**src/rtl/rv32_pkg.sv**
```systemverilog
`default_nettype none
// ============================================================================
// Module      : rv32_pkg
// Description : Shared RV32I decode constants, immediate-type enum and helpers.
// Revision    : 1.0 - initial release
// ============================================================================
package rv32_pkg;

    // Major opcodes, instr[6:2]
    localparam logic [4:0] c_opc_load   = 5'b00000;
    localparam logic [4:0] c_opc_op_imm = 5'b00100;
    localparam logic [4:0] c_opc_auipc  = 5'b00101;
    localparam logic [4:0] c_opc_store  = 5'b01000;
    localparam logic [4:0] c_opc_op     = 5'b01100;
    localparam logic [4:0] c_opc_lui    = 5'b01101;
    localparam logic [4:0] c_opc_branch = 5'b11000;
    localparam logic [4:0] c_opc_jalr   = 5'b11001;
    localparam logic [4:0] c_opc_jal    = 5'b11011;

    localparam logic [2:0] c_f3_add  = 3'b000;
    localparam logic [2:0] c_f3_sll  = 3'b001;
    localparam logic [2:0] c_f3_slt  = 3'b010;
    localparam logic [2:0] c_f3_sltu = 3'b011;
    localparam logic [2:0] c_f3_xor  = 3'b100;
    localparam logic [2:0] c_f3_sr   = 3'b101;
    localparam logic [2:0] c_f3_or   = 3'b110;
    localparam logic [2:0] c_f3_and  = 3'b111;

    localparam logic [2:0] c_f3_beq  = 3'b000;
    localparam logic [2:0] c_f3_bne  = 3'b001;
    localparam logic [2:0] c_f3_blt  = 3'b100;
    localparam logic [2:0] c_f3_bge  = 3'b101;
    localparam logic [2:0] c_f3_bltu = 3'b110;
    localparam logic [2:0] c_f3_bgeu = 3'b111;

    localparam logic [6:0] c_f7_base = 7'b0000000;
    localparam logic [6:0] c_f7_alt  = 7'b0100000;

    typedef enum logic [2:0] {
        IMM_I = 3'd0,
        IMM_S = 3'd1,
        IMM_B = 3'd2,
        IMM_U = 3'd3,
        IMM_J = 3'd4
    } imm_type_e;

    function automatic logic is_known_opcode(input logic [4:0] opc);
        return (opc == c_opc_load)  || (opc == c_opc_op_imm) || (opc == c_opc_auipc) ||
               (opc == c_opc_store) || (opc == c_opc_op)     || (opc == c_opc_lui)   ||
               (opc == c_opc_branch)|| (opc == c_opc_jalr)   || (opc == c_opc_jal);
    endfunction

endpackage
`default_nettype wire

```
**src/rtl/rv32_imm_gen.sv**
```systemverilog
`default_nettype none
// ============================================================================
// Module      : rv32_imm_gen
// Description : Combinational RV32I immediate generator (I/S/B/U/J formats).
// Revision    : 1.0 - initial release
// ============================================================================
module rv32_imm_gen
    import rv32_pkg::*;
(
    input  logic [31:7] i_instr,
    input  imm_type_e   i_imm_type,
    output logic [31:0] o_imm
);

    always_comb begin
        o_imm = '0;
        case (i_imm_type)
            IMM_I: o_imm = {{20{i_instr[31]}}, i_instr[31:20]};
            IMM_S: o_imm = {{20{i_instr[31]}}, i_instr[31:25], i_instr[11:7]};
            IMM_B: o_imm = {{19{i_instr[31]}}, i_instr[31], i_instr[7],
                            i_instr[30:25], i_instr[11:8], 1'b0};
            IMM_U: o_imm = {i_instr[31:12], 12'b0};
            IMM_J: o_imm = {{11{i_instr[31]}}, i_instr[31], i_instr[19:12],
                            i_instr[20], i_instr[30:21], 1'b0};
            default: o_imm = '0;
        endcase
    end

endmodule
`default_nettype wire

```
**src/rtl/rv32_decode_issue.sv**
```systemverilog
`default_nettype none
// ============================================================================
// Module      : rv32_decode_issue
// Description : RV32I decode/issue stage with writeback bypass and a single
//               backpressured issue register. Optional RV32_ILLEGAL_DETECT_EN
//               adds illegal-instruction detection and the out_illegal port.
// Revision    : 1.0 - initial release
// ============================================================================
module rv32_decode_issue
    import rv32_pkg::*;
#(
    parameter int XLEN  = 32,
    parameter int CNT_W = 32
) (
    input  logic              clk,
    input  logic              rst,
    input  logic              in_valid,
    output logic              in_ready,
    input  logic [31:0]       in_instr,
    input  logic [XLEN-1:0]   in_pc,
    output logic [4:0]        rs1_addr,
    output logic [4:0]        rs2_addr,
    input  logic [XLEN-1:0]   rs1_data,
    input  logic [XLEN-1:0]   rs2_data,
    input  logic              wb_we,
    input  logic [4:0]        wb_rd,
    input  logic [XLEN-1:0]   wb_data,
    input  logic              flush,
    output logic              out_valid,
    input  logic              out_ready,
    output logic [4:0]        out_opcode,
    output logic [2:0]        out_func3,
    output logic              out_func7,
    output logic [XLEN-1:0]   out_operand1,
    output logic [XLEN-1:0]   out_operand2,
    output logic [XLEN-1:0]   out_store_data,
    output logic [XLEN-1:0]   out_target,
    output logic [4:0]        out_rd,
    output logic              out_rd_we,
`ifdef RV32_ILLEGAL_DETECT_EN
    output logic              out_illegal,
`endif
    output logic [CNT_W-1:0]  issued_count
);

    logic [4:0]      w_opcode;
    logic [2:0]      w_func3;
    logic [4:0]      w_rd;
    logic [XLEN-1:0] w_rs1_val;
    logic [XLEN-1:0] w_rs2_val;
    logic [XLEN-1:0] w_imm;
    logic [XLEN-1:0] w_jalr_sum;
    imm_type_e       w_imm_type;
    logic [XLEN-1:0] w_op1;
    logic [XLEN-1:0] w_op2;
    logic [XLEN-1:0] w_store_data;
    logic [XLEN-1:0] w_target;
    logic            w_rd_we;
    logic            w_func7;
    logic            w_illegal;
    logic            w_accept;
    logic            w_xfer;

    assign w_opcode = in_instr[6:2];
    assign w_func3  = in_instr[14:12];
    assign w_rd     = in_instr[11:7];
    assign rs1_addr = in_instr[19:15];
    assign rs2_addr = in_instr[24:20];

    // x0 is hardwired; a same-cycle writeback overrides the stale regfile read
    assign w_rs1_val = (rs1_addr == 5'd0) ? '0 :
                       (wb_we && (wb_rd == rs1_addr)) ? wb_data : rs1_data;
    assign w_rs2_val = (rs2_addr == 5'd0) ? '0 :
                       (wb_we && (wb_rd == rs2_addr)) ? wb_data : rs2_data;

    assign in_ready = !out_valid || out_ready || flush;
    assign w_accept = in_valid && in_ready;
    assign w_xfer   = out_valid && out_ready && !flush;

    always_comb begin
        w_imm_type = IMM_I;
        case (w_opcode)
            c_opc_store:              w_imm_type = IMM_S;
            c_opc_branch:             w_imm_type = IMM_B;
            c_opc_lui, c_opc_auipc:   w_imm_type = IMM_U;
            c_opc_jal:                w_imm_type = IMM_J;
            default:                  w_imm_type = IMM_I;
        endcase
    end

    rv32_imm_gen u_imm_gen (
        .i_instr    (in_instr[31:7]),
        .i_imm_type (w_imm_type),
        .o_imm      (w_imm)
    );

    assign w_jalr_sum = w_rs1_val + w_imm;

`ifdef RV32_ILLEGAL_DETECT_EN
    always_comb begin
        w_illegal = (in_instr[1:0] != 2'b11) || !is_known_opcode(w_opcode);
        if (w_opcode == c_opc_op &&
            in_instr[31:25] != c_f7_base && in_instr[31:25] != c_f7_alt)
            w_illegal = 1'b1;
        if (w_opcode == c_opc_op_imm && w_func3 == c_f3_sll &&
            in_instr[31:25] != c_f7_base)
            w_illegal = 1'b1;
        if (w_opcode == c_opc_op_imm && w_func3 == c_f3_sr &&
            in_instr[31:25] != c_f7_base && in_instr[31:25] != c_f7_alt)
            w_illegal = 1'b1;
    end
`else
    assign w_illegal = 1'b0;
    logic w_unused_lsb;
    assign w_unused_lsb = &{1'b0, in_instr[1:0]};
`endif

    always_comb begin
        w_op1        = '0;
        w_op2        = '0;
        w_store_data = '0;
        w_target     = '0;
        w_rd_we      = 1'b0;
        w_func7      = 1'b0;
        case (w_opcode)
            c_opc_lui: begin
                w_op2   = w_imm;
                w_rd_we = 1'b1;
            end
            c_opc_auipc: begin
                w_op1   = in_pc;
                w_op2   = w_imm;
                w_rd_we = 1'b1;
            end
            c_opc_load: begin
                w_op1   = w_rs1_val;
                w_op2   = w_imm;
                w_rd_we = 1'b1;
            end
            c_opc_store: begin
                w_op1        = w_rs1_val;
                w_op2        = w_imm;
                w_store_data = w_rs2_val;
            end
            c_opc_jal: begin
                w_op1    = in_pc;
                w_target = in_pc + w_imm;
                w_rd_we  = 1'b1;
            end
            c_opc_jalr: begin
                w_op1    = in_pc;
                w_target = {w_jalr_sum[XLEN-1:1], 1'b0};
                w_rd_we  = 1'b1;
            end
            c_opc_branch: begin
                w_op1    = w_rs1_val;
                w_op2    = w_rs2_val;
                w_target = in_pc + w_imm;
            end
            c_opc_op_imm: begin
                w_op1   = w_rs1_val;
                w_op2   = w_imm;
                w_rd_we = 1'b1;
                // only shifts carry an alternate-form bit; addi imm[10] must not leak
                w_func7 = (w_func3 == c_f3_sr) ? in_instr[30] : 1'b0;
            end
            c_opc_op: begin
                w_op1   = w_rs1_val;
                w_op2   = w_rs2_val;
                w_rd_we = 1'b1;
                w_func7 = in_instr[30];
            end
            default: begin
                w_op1 = '0;
            end
        endcase
        if (w_illegal) begin
            w_op1   = '0;
            w_op2   = '0;
            w_rd_we = 1'b0;
        end
        if (w_rd == 5'd0)
            w_rd_we = 1'b0;
    end

    always_ff @(posedge clk) begin
        if (rst) begin
            out_valid      <= 1'b0;
            out_opcode     <= '0;
            out_func3      <= '0;
            out_func7      <= 1'b0;
            out_operand1   <= '0;
            out_operand2   <= '0;
            out_store_data <= '0;
            out_target     <= '0;
            out_rd         <= '0;
            out_rd_we      <= 1'b0;
`ifdef RV32_ILLEGAL_DETECT_EN
            out_illegal    <= 1'b0;
`endif
            issued_count   <= '0;
        end else begin
            if (w_xfer)
                issued_count <= issued_count + CNT_W'(1);
            if (flush) begin
                out_valid <= 1'b0;
            end else if (w_accept) begin
                out_valid      <= 1'b1;
                out_opcode     <= w_opcode;
                out_func3      <= w_func3;
                out_func7      <= w_func7;
                out_operand1   <= w_op1;
                out_operand2   <= w_op2;
                out_store_data <= w_store_data;
                out_target     <= w_target;
                out_rd         <= w_rd;
                out_rd_we      <= w_rd_we;
`ifdef RV32_ILLEGAL_DETECT_EN
                out_illegal    <= w_illegal;
`endif
            end else if (w_xfer) begin
                out_valid <= 1'b0;
            end
        end
    end

endmodule
`default_nettype wire

```
**config.mk**
```make
export PLATFORM = sky130hd
export DESIGN_NAME = rv32_decode_issue
export DESIGN_NICKNAME = d
export VERILOG_FILES = /design/src/rtl/rv32_pkg.sv /design/src/rtl/rv32_imm_gen.sv /design/src/rtl/rv32_decode_issue.sv
export SDC_FILE = /design/constraint.sdc
export NUM_CORES = 1
export LEC_CHECK = 0
export BUFFER_PORTS_ARGS = -buffer_cell sky130_fd_sc_hd__buf_2
export CORE_MARGIN = 5
export CORE_UTILIZATION = 52
export CTS_CLUSTER_DIAMETER = 40
export CTS_CLUSTER_SIZE = 16
export DETAILED_ROUTE_END_ITERATION = 12
export MAX_ROUTING_LAYER = met4
export PLACE_DENSITY = 0.81
export RECOVER_POWER = 25
export REMOVE_ABC_BUFFERS = 1
export SLEW_MARGIN = 30
export SYNTH_ARGS = -nofsm -noshare
export SYNTH_HDL_FRONTEND = slang
export SYNTH_SLANG_ARGS = --single-unit
```
**constraint.sdc**
```tcl
create_clock -name clk -period 10 [get_ports clk]
set_input_delay 2 -clock clk [delete_from_list [all_inputs] [get_ports clk]]
set_output_delay 2 -clock clk [all_outputs]
set_load 0.005 [all_outputs]
```
==> results of run 1 <==
==> report_power, final <==
group	total (mW)	switching, mW	leakage [nW]	internal, mW
sequential	0.742	0.0146	1.43	0.728
combinational	0.523	0.318	4.33	0.205
clock	0.720	0.353	0.307	0.367
==> per-layer routing <==
metal / vias to the layer above / share of wire, %
li1: 5952 / -
met2: 755 / 48
met5: - / 0
met3: 130 / 8.8
met1: 6079 / 39
met4: 0 / 4.6
==> synth_stat cells (10+ instances only) <==
cell type  count  area, sq um
a211oi_1      16          120
mux2i_1       64          641
and3_1        16          100
nand4_1       14         87.6
nor3_1        93          465
dfxtp_1      176         3520
ha_1          62          776
a21oi_1       78          390
and2_1        17          106
a22oi_1       44          330
nor2_1       263          987
a221oi_1      75          657
inv_1         16         60.1
xor2_1        47          412
o21a_1        12         90.1
nand3_1       27          135
clkbuf_1      88          330
xnor2_1       45          394
o21bai_1      11         82.6
nand2_1      122          458
buf_4         10         75.1
o21ai_0       33          165
a21o_1        32          240
==> kinds of logic (layout without fill, tap and decap cells) <==
group,Yosys count,after routing,share of synthesized area [%]
simple gates,603,603,23.5
compound gates,360,360,22.1
flops,176,176,30.3
buf+inv,129,418,4.56
xor+xnor,92,92,6.94
fa+ha+maj,64,64,7.02
mux,64,64,5.52
other cells,0,4,0
==> path summary, 6_finish.rpt <==
check	from	endpoint	slack, ns	cells after the start
hold / removal	out_opcode[1]	out_opcode[1]	0.46	2
setup / recovery	in_instr[17]	out_target[28]	3.58	18
setup reg to reg	out_valid	out_target[29]	7.16	7
hold reg to reg	out_opcode[1]	out_opcode[1]	0.46	2
==> worst reg2reg max path, stage by stage (launching register included) <==
cell      delay [ns]
dfxtp_1         0.32
nand2b_1        0.16
nor2b_4         0.17
buf_4           0.58
buf_4           0.63
nor3b_1         0.16
a21oi_1         0.38
o41ai_2         0.15
==> cell type report <==
cell class	instances	area, sq um
antenna	4	10.0
clock buffer	17	425
clock inverter	15	208
fill	1990	7890
inverter	17	63.8
multi-input combinational	1183	7620
sequential	176	3520
tap	280	350
timing repair buffer	369	1800
==> through the flow <==
stage | cell area (sq um) | util [%] | power (mW) | worst slack [ns]
3_5_place_dp | 13400 | 61.4 | 1.27 | 3.46
4_1_cts | 14100 | 64.3 | 1.98 | 3.84
3_3_place_gp | 13400 | 61.4 | 1.26 | 3.48
6_report | 14000 | 64.0 | 1.99 | 3.58
5_1_grt | 14000 | 64.0 | 2.06 | 3.35
2_1_floorplan | 11100 | - | 1.09 | 2.78
==> flip-flops by register name (all words and copies together) (netlist names) <==
signal / cells
out_func7: 1
out_store_data: 32
out_operand1: 32
out_func3: 3
out_operand2: 32
out_valid: 1
issued_count: 32
out_rd_we: 1
out_rd: 5
out_target: 32
out_opcode: 5
==> cells in the final DEF (no fill, tap or decap), types with 27 or more instances in the layout <==
master	count
buf_2	291
nor2_1	260
o21ai_0	33
clkbuf_1	63
nand3_1	27
dfxtp_1	176
a221oi_1	75
xnor2_1	45
a22oi_1	44
nor3_1	91
a21oi_1	78
xor2_1	47
ha_1	62
nand2_1	122
a21o_1	32
mux2i_1	64
==> impl_results.md, run 1 <==
- Post-CTS Resized: 0
- Vias in the first global route: 12,300
- Initial antenna violation count: 4
- Cells after DPL: 2,025
- Routed WL: 44,700 um
- FF+latch count, synth: 176
- Cell variety after synth: 71
- Status: complete, but fails checks
- CTS max path bufs: 2
- Final setup violation count: 0
- Crit-path leading delay family: compound AO/OA/AOI/OAI gates
- Setup repair bufs after CTS: 0
- Horiz. Die Dim: 159 um
- Nets@finish: 1,999
- Max incr delay on CP: 0.52 ns
- Final setup TNS: 0 ns
- Worst rel slew slack: -195%
- DRT iter0 DRCs: 1,393
- Clk_lat worst skew: 0.45 ns
- Final ANT Viol Nets: 0
- Cts hold-fix bufs: 0
- Routability cong.: 1.01
- CORE AREA: 0.0219 sq mm
- Avg Vias per Cell: 6.27
- Num Clock Sinks: 176
- Layout Cells excl Fill: 2,061
- Htree depth: 4
- Met2 Use GR: 56.3%
- Largest net degree at the start of global routing: 95
- Fraction of layout cells with a size suffix above 1: 20.5%
- Worst min-delay path category: reg2reg
- Met3 usage: 5.75%
- Pwr dens: 142 mW/mm^2
- Drt first pass iters: 8
- Peak Freq: 0.156 GHz
- # port buffers: 355
- Ys flop type: dfxtp_1
- Avg WL per Cell: 21.7 um
- Die area: 0.0254 sq mm
- Mapped Area: 0.0116 sq mm
- Final Hold Vio Count: 0
- Part of the cycle the worst path needs: 64.2%
- Tmin final: 6.42 ns
- Max Transition Viols Final: 95
- Skew final: 0.0163 ns
- Crit path DAT: 6.56 ns
- Crit path max fanout: 23
- Clk slew on worst S/H paths: 0.08 ns
- TritonCTS clock tree: yes
- Max-cap violation count: 1
- # DRC: 0
- First-pass GRT wire length: 68,800 um
- GRT overflow: 0
- HPWL after DPL: 33,700 um
- Slowest library cell on the worst path: buf_4
- Ys Warns: 0
- Num CTS Buffers: 17
- RSZ-0062 raised after global routing: false
- Area grow syn2layout: 20.6%
- Via count: 12,900
- Required @ worst endpoint: 10.15 ns
- Grt peak-use layer: met2
- Crit path kind: in2reg
- Global-route total usage across every layer: 34.4%
- Initial Util: 53.1%
- Least-Margin Pin Slew: 4.43 ns
- Clock Tree Root: clkbuf_16
- Asr flop ratio synth: 0%
- Number of synthesized flops with an enable pin: 0
- Violated checks: max-capacitance violations, max-slew violations
- Chip Height: 159 um
- Cell chain of the critical path: buf_2 > xnor2_1 > nand4_1 > nor2_4 > buf_4 > mux2i_1 > nor2_1 > ha_1 > a21oi_1 > o21ai_0 > a2111oi_0 > nor3_1 > nor4_2 > o211ai_1 > a31oi_1 > xnor2_1 > a221oi_1 > nor3_1
- Synthesized instance count: 1,488
- Max IR drop VDD: 0.000115 V
- LEAKAGE: 6.08 nW
- Crit path launch type: input pin
- Final hold slack: 0.458 ns
- Mean Syn Cell Area: 7.80 sq um
- Seq/Total Area, Yosys: 30.3%
- Crit path buf inv count: 2
- Critical Path End Type: flip-flop
- Row count: 54
- Met1 Use GR: 41.6%
- Ports: 358
Note: power is estimated with default switching activity, not from simulation.
==> run 2, diff against run 1 <==
==> constraint.sdc (replaced) <==
create_clock -name clk -period 5.95 [get_ports clk]
set_input_delay 1.19 -clock clk [delete_from_list [all_inputs] [get_ports clk]]
set_output_delay 1.19 -clock clk [all_outputs]
set_load 0.005 [all_outputs]
==> impl_results.md, run 2 (same netlist as run 1, synthesis figures left out) <==
- Status: complete, but fails checks
- Violated checks: max-capacitance violations, max-slew violations
- # DRC: 0 (unchanged)
- CTS max path bufs: 2 (unchanged)
- Num Clock Sinks: 176 (unchanged)
- Die area: 0.0254 sq mm (unchanged)
- Global-route total usage across every layer: 33.5% (-0.84 points)
- DRT iter0 DRCs: 1,305 (-6.3%)
- Peak Freq: 0.186 GHz
- Drt first pass iters: 5 (-3)
- Setup repair bufs after CTS: 0 (unchanged)
- Clk slew on worst S/H paths: 0.08 ns (about the same)
- Max IR drop VDD: 0.000182 V (+58%)
- Clock Tree Root: clkbuf_16
- First-pass GRT wire length: 67,300 um (-2.2%)
- Part of the cycle the worst path needs: 90.3%
- # port buffers: 355 (unchanged)
- Initial Util: 53.1% (unchanged)
- TritonCTS clock tree: yes
- Avg WL per Cell: 21.3 um (-1.9%)
- Max incr delay on CP: 0.65 ns (+0.13 ns)
- Worst rel slew slack: -74.9% (+120 points)
- Pwr dens: 232 mW/mm^2 (+64%)
- Nets@finish: 2,009 (+0.50%)
- Fraction of layout cells with a size suffix above 1: 21.1% (+0.56 points)
- Worst min-delay path category: reg2reg
- Max Transition Viols Final: 126 (+33%)
- Reg-to-Reg End: issued_count[29]
- Avg Vias per Cell: 6.16 (-1.7%)
- Max-cap violation count: 1 (unchanged)
- Vias in the first global route: 12,300 (+0.30%)
- DP Area: 0.0135 sq mm (+0.75%)
- FF-to-FF path depth: 10 (+3)
- Post-route cell area: 0.0140 sq mm (+0.34%)
- Horiz. Die Dim: 159 um (unchanged)
- Slowest library cell on the worst path: or4_1
- Most frequent cells in the layout: buf_2 (293), nor2_1 (260), dfxtp_1 (176)
- Crit path kind: in2reg
- Clk_lat worst skew: 0.44 ns (about the same)
- Final ANT Viol Nets: 0 (unchanged)
- R2R Setup Slk: 3.36 ns (-3.80 ns)
- Critical Path End Type: flip-flop
- Skew final: 0.0100 ns (-0.00624 ns)
- Tmin final: 5.38 ns
- Required @ worst endpoint: 6.29 ns (-3.86 ns)
- GRT overflow: 0 (unchanged)
- Htree depth: 4 (unchanged)
- Num CTS Buffers: 17 (unchanged)
- Initial antenna violation count: 2 (-2)
- Cell chain of the critical path: buf_2 > or4_1 > o21ai_0 > o21ba_1 > or2_2 > and2_1 > fa_1 > a211oi_1 > o211ai_1 > a221oi_1 > o22ai_1 > a21oi_1 > nor2b_1 > o31ai_1 > o21ai_1 > and3_1 > a311oi_1
- Final setup violation count: 0 (unchanged)
- Area grow syn2layout: 21.0%
- Worst slack at placement: 0.232 ns (-3.23 ns)
- Crit path DAT: 5.72 ns (-0.84 ns)
- Crit path launch type: input pin
- HPWL after DPL: 33,800 um (+0.21%)
- Crit path max fanout: 4 (-83%)
- LEAKAGE: 6.11 nW (+0.49%)
- Reg2reg start: issued_count[3]
- Crit path to: out_target[20]
- Largest net degree at the start of global routing: 126 (+33%)
- Via count: 12,700 (-1.3%)
- Final Hold Vio Count: 0 (unchanged)
- Routability cong.: 1.00 (-0.75%)
- CORE AREA: 0.0219 sq mm (unchanged)
- Ports: 358 (unchanged)
- Chip Height: 159 um (unchanged)
- Least-Margin Pin Slew: 2.62 ns (-1.80 ns)
- Cts hold-fix bufs: 0 (unchanged)
- Setup WS post-layout: 0.574 ns (-3.01 ns)
- Routed WL: 44,000 um (-1.5%)
- # fillers: 1,925 (-3.3%)
- Critical Path Source: in_instr[19]
- Leading cell type in the layout, fill and taps excluded: buf_2
- RSZ-0062 raised after global routing: false
- Post-CTS Resized: 0 (unchanged)
- Row count: 54 (unchanged)
run 2: cell count changes in the layout (fill, tap and decap cells not counted), moves of 2 or more:
cell        before  now
buf_4           14   22
clkinv_8         5    3
clkbuf_1        63   61
diode_2          4    2
buf_2          291  293
clkinvlp_4       0    2
clkinv_4         1    3
run 2: worst min path at each step:
stage / cells after the start / slack [ns] / end / startpoint
2_1_floorplan: 2 / 0.44 / out_target[0] / out_target[0]
3_3_place_gp: 2 / 0.44 / out_func3[0] / out_func3[0]
3_5_place_dp: 2 / 0.44 / out_rd[4] / out_rd[4]
4_1_cts: 2 / 0.45 / out_rd[4] / out_rd[4]
5_1_grt: 2 / 0.47 / out_rd[4] / out_rd[4]
6_report: 2 / 0.45 / out_rd[3] / out_rd[3]
run 2: metrics by stage:
| step | setup TNS (ns) | total power [mW] | util (%) | hold slack (ns) | std cells |
|---|---|---|---|---|---|
| finish | 0 | 3.26 | 64.2 | 0.454 | 2069 |
| CTS | 0 | 3.26 | 64.5 | 0.454 | 2067 |
| floorplan | -3.41 | 1.83 | - | 0.442 | 1376 |
| global route | 0 | 3.40 | 64.2 | 0.472 | 2069 |
| detailed placement | 0 | 2.14 | 61.8 | 0.444 | 2035 |
| global placement | 0 | 2.12 | 61.7 | 0.441 | 2034 |
run 2: per-layer routing:
layer,GRT usage [%],wire (um)
met5,-,0
met4,13.9,1770
met3,6.19,3490
met2,55.4,21300
met1,40.3,17400
run 2: cell type report:
| type | count | area [sq um] | area share [%] |
|---|---|---|---|
| sequential | 176 | 3520 | 25.1 |
| inverter | 17 | 63.8 | 0.454 |
| multi-input combinational | 1183 | 7610 | 54.1 |
| timing repair buffer | 379 | 1910 | 13.6 |
| tap | 280 | 350 | 2.49 |
| antenna | 2 | 5.00 | 0.0356 |
| clock inverter | 15 | 161 | 1.15 |
| clock buffer | 17 | 425 | 3.03 |
run 2: critical path, delay by kind of cell:
kind,cells,cell delay (ns)
AO/OA/AOI/OAI,10,2.42
AND/OR/NAND/NOR,5,1.46
adder cells (fa/ha/maj),1,0.48
buffers and inverters,1,0.16
run 2: where the power goes:
part           internal (mW)  total (mW)  switching, mW
registers               1.22        1.25         0.0246
clock network          0.563        1.13          0.564
logic                  0.351       0.885          0.534
total                   2.14        3.26           1.12
==> run 3, diff against run 2 <==
--- a/config.mk
+++ b/config.mk
@@ -8,14 +8,12 @@
 export BUFFER_PORTS_ARGS = -buffer_cell sky130_fd_sc_hd__buf_2
 export CORE_MARGIN = 5
 export CORE_UTILIZATION = 52
-export CTS_CLUSTER_DIAMETER = 40
+export CTS_CLUSTER_DIAMETER = 150
 export CTS_CLUSTER_SIZE = 16
 export DETAILED_ROUTE_END_ITERATION = 12
 export MAX_ROUTING_LAYER = met4
 export PLACE_DENSITY = 0.81
 export RECOVER_POWER = 25
-export REMOVE_ABC_BUFFERS = 1
-export SLEW_MARGIN = 30
 export SYNTH_ARGS = -nofsm -noshare
 export SYNTH_HDL_FRONTEND = slang
 export SYNTH_SLANG_ARGS = --single-unit
==> impl_results.md, run 3 (same netlist as run 1, synthesis figures left out) <==
- Status: finished clean
- Max Transition Viols Final: 0 (-100%)
- Least-Margin Pin Slew: 1.16 ns (-1.46 ns)
- Hold path startpoint: out_rd[0]
- RSZ-0062 raised after global routing: false
- Vias in the first global route: 12,200 (-0.55%)
- Setup repair bufs after CTS: 0 (unchanged)
- Avg Vias per Cell: 6.17 (+0.16%)
- Hold Crit Depth: 2 (unchanged)
- Reg2reg start: out_valid
- Logic pwr share: 27.0% (about the same)
- Row count: 54 (unchanged)
- Chip Height: 159 um (unchanged)
- Cell chain of the critical path: buf_2 > or4_1 > o21ai_0 > o21ba_1 > or2_2 > and2_1 > fa_1 > a211oi_1 > o211ai_1 > a221oi_1 > buf_4 > o22ai_1 > a21oi_1 > nor2b_1 > o31ai_1 > o21ai_1 > and3_1 > a311oi_1
- Critical Path End Type: flip-flop
- Reg-to-Reg End: issued_count[31]
- Initial Util: 53.1% (unchanged)
- Nets@finish: 2,002 (-0.35%)
- Crit-path leading delay family: compound AO/OA/AOI/OAI gates
- Pint: 2.16 mW (+0.99%)
- Required @ worst endpoint: 6.30 ns (about the same)
- Drt first pass iters: 5 (unchanged)
- Final setup TNS: 0 ns (unchanged)
- Sw Ratio: 35.2% (+0.76 points)
- Reg power frac: 37.4% (-0.9 points)
- Final ANT Viol Nets: 0 (unchanged)
- Num CTS Buffers: 17 (unchanged)
- Horiz. Die Dim: 159 um (unchanged)
- Max IR drop VDD: 0.000186 V (+2.2%)
- Largest net degree at the start of global routing: 115 (-8.7%)
- Routed WL: 45,500 um (+3.3%)
- Hold Path End: out_rd[0]
- Critical Path Source: in_instr[18]
- LEAKAGE: 6.10 nW (-0.15%)
- Crit path kind: in2reg
- FF-to-FF path depth: 10 (unchanged)
- Fraction of layout cells with a size suffix above 1: 20.9% (-0.20 points)
- Clk_lat worst skew: 0.44 ns (about the same)
- Htree depth: 4 (unchanged)
- Part of the cycle the worst path needs: 89.5% (-0.81 points)
- Area grow syn2layout: 20.8%
- TritonCTS clock tree: yes
- Clock Tree Root: clkbuf_16
- CORE AREA: 0.0219 sq mm (unchanged)
- Clk slew on worst S/H paths: 0.08 ns (about the same)
- Most frequent cells in the layout: buf_2 (296), nor2_1 (260), dfxtp_1 (176)
- Max-cap violation count: 0 (-1)
- # port buffers: 355 (unchanged)
- First-pass GRT wire length: 69,400 um (+3.0%)
- Tmin final: 5.33 ns (-0.0482 ns)
- P_sw: 1.17 mW (+4.4%)
- Clock network power share: 35.6% (+1.0 points)
- GRT overflow: 0 (unchanged)
- Ports: 358 (unchanged)
- # DRC: 0 (unchanged)
- Worst rel slew slack: 22.1% (+97 points)
- HPWL after DPL: 35,200 um (+4.2%)
- Global-route total usage across every layer: 34.9% (+1.4 points)
- CTS max path bufs: 2 (unchanged)
- Pwr Total: 3.33 mW (+2.2%)
- Via count: 12,700 (-0.18%)
- Layout Cells excl Fill: 2,062 (-0.34%)
- R2R Setup Slk: 3.42 ns (+0.06 ns)
- Peak Freq: 0.188 GHz (+0.91%)
- Cells after DPL: 2,028 (-0.34%)
- Worst min-delay path category: reg2reg
- Avg WL per Cell: 22.1 um (+3.7%)
- DRT iter0 DRCs: 1,372 (+5.1%)
- Initial antenna violation count: 2 (unchanged)
- Crit path max fanout: 4 (unchanged)
- Num Clock Sinks: 176 (unchanged)
- Final Hold Vio Count: 0 (unchanged)
- Leading cell type in the layout, fill and taps excluded: buf_2
- Die area: 0.0254 sq mm (unchanged)
- Crit path buf inv count: 2 (+1)
- Cts hold-fix bufs: 0 (unchanged)
- Slowest library cell on the worst path: or4_1
- Final setup violation count: 0 (unchanged)
- Skew final: 0.0136 ns (+0.00357 ns)
- Post-CTS Resized: 0 (unchanged)
- Crit path depth: 18 (+1)
- Crit path DAT: 5.68 ns (-0.04 ns)
- Routability cong.: 0.972 (-2.8%)
- Crit path launch type: input pin
- Max incr delay on CP: 0.56 ns (-0.09 ns)
- Pwr dens: 237 mW/mm^2 (+2.3%)
- Syn_nets: 1,723
## run 3: cell types whose count changed in the layout (fill, tap and decap cells not counted), moves of 2 or more
cell,delta
clkbuf_1,-4
inv_8,-4
clkinv_8,+4
inv_6,+3
clkinv_4,-3
buf_2,+3
buf_4,-6
clkinvlp_4,-2
## run 3: final cells by class
cell class	instances	area, sq um
clock buffers	18	439
repair buffers	372	1860
multi-input cells	1183	7610
fillers	1995	7860
clock inverters	14	183
flip-flops and latches	176	3520
diodes	2	5.00
inverters	17	63.8
well taps	280	350
## run 3: layer usage
layer | up-vias | routed length [um] | track usage [%]
li1 | 5957 | - | -
met1 | 5949 | 18400 | 42.7
met2 | 684 | 21100 | 55.6
met3 | 134 | 3630 | 6.58
met4 | 0 | 2350 | 16.6
met5 | - | 0 | -
## run 3: worst max path at each step
stage | to | slack, ns
6_report | out_target[20] | 0.62
5_1_grt | out_target[20] | 0.41
4_1_cts | out_target[20] | 0.73
3_5_place_dp | out_target[20] | 0.28
3_3_place_gp | out_target[20] | 0.39
2_1_floorplan | out_target[20] | 0.93
## run 3: per-stage QoR
stage / util, % / cell area [sq um] / hold slack [ns] / worst slack [ns]
floorplan: - / 11600 / 0.448 / 0.926
global placement: 61.6 / 13500 / 0.441 / 0.390
CTS: 64.4 / 14100 / 0.453 / 0.729
finish: 64.1 / 14000 / 0.458 / 0.623
detailed placement: 61.6 / 13500 / 0.443 / 0.284
global route: 64.1 / 14000 / 0.473 / 0.412
## run 3: worst min-delay path, cell delays in order, from the launching register on
cell and delay [ns]:
dfxtp_1 0.31, nand2_1 0.05, a21oi_1 0.05
## run 3: power groups by stage
stage	combinational, mW	sequential (mW)	clock, mW
finish	0.899	1.25	1.19
global route	0.976	1.25	1.24
CTS	0.888	1.25	1.19
detailed placement	0.883	1.27	0
global placement	0.871	1.27	0
floorplan	0.572	1.28	0
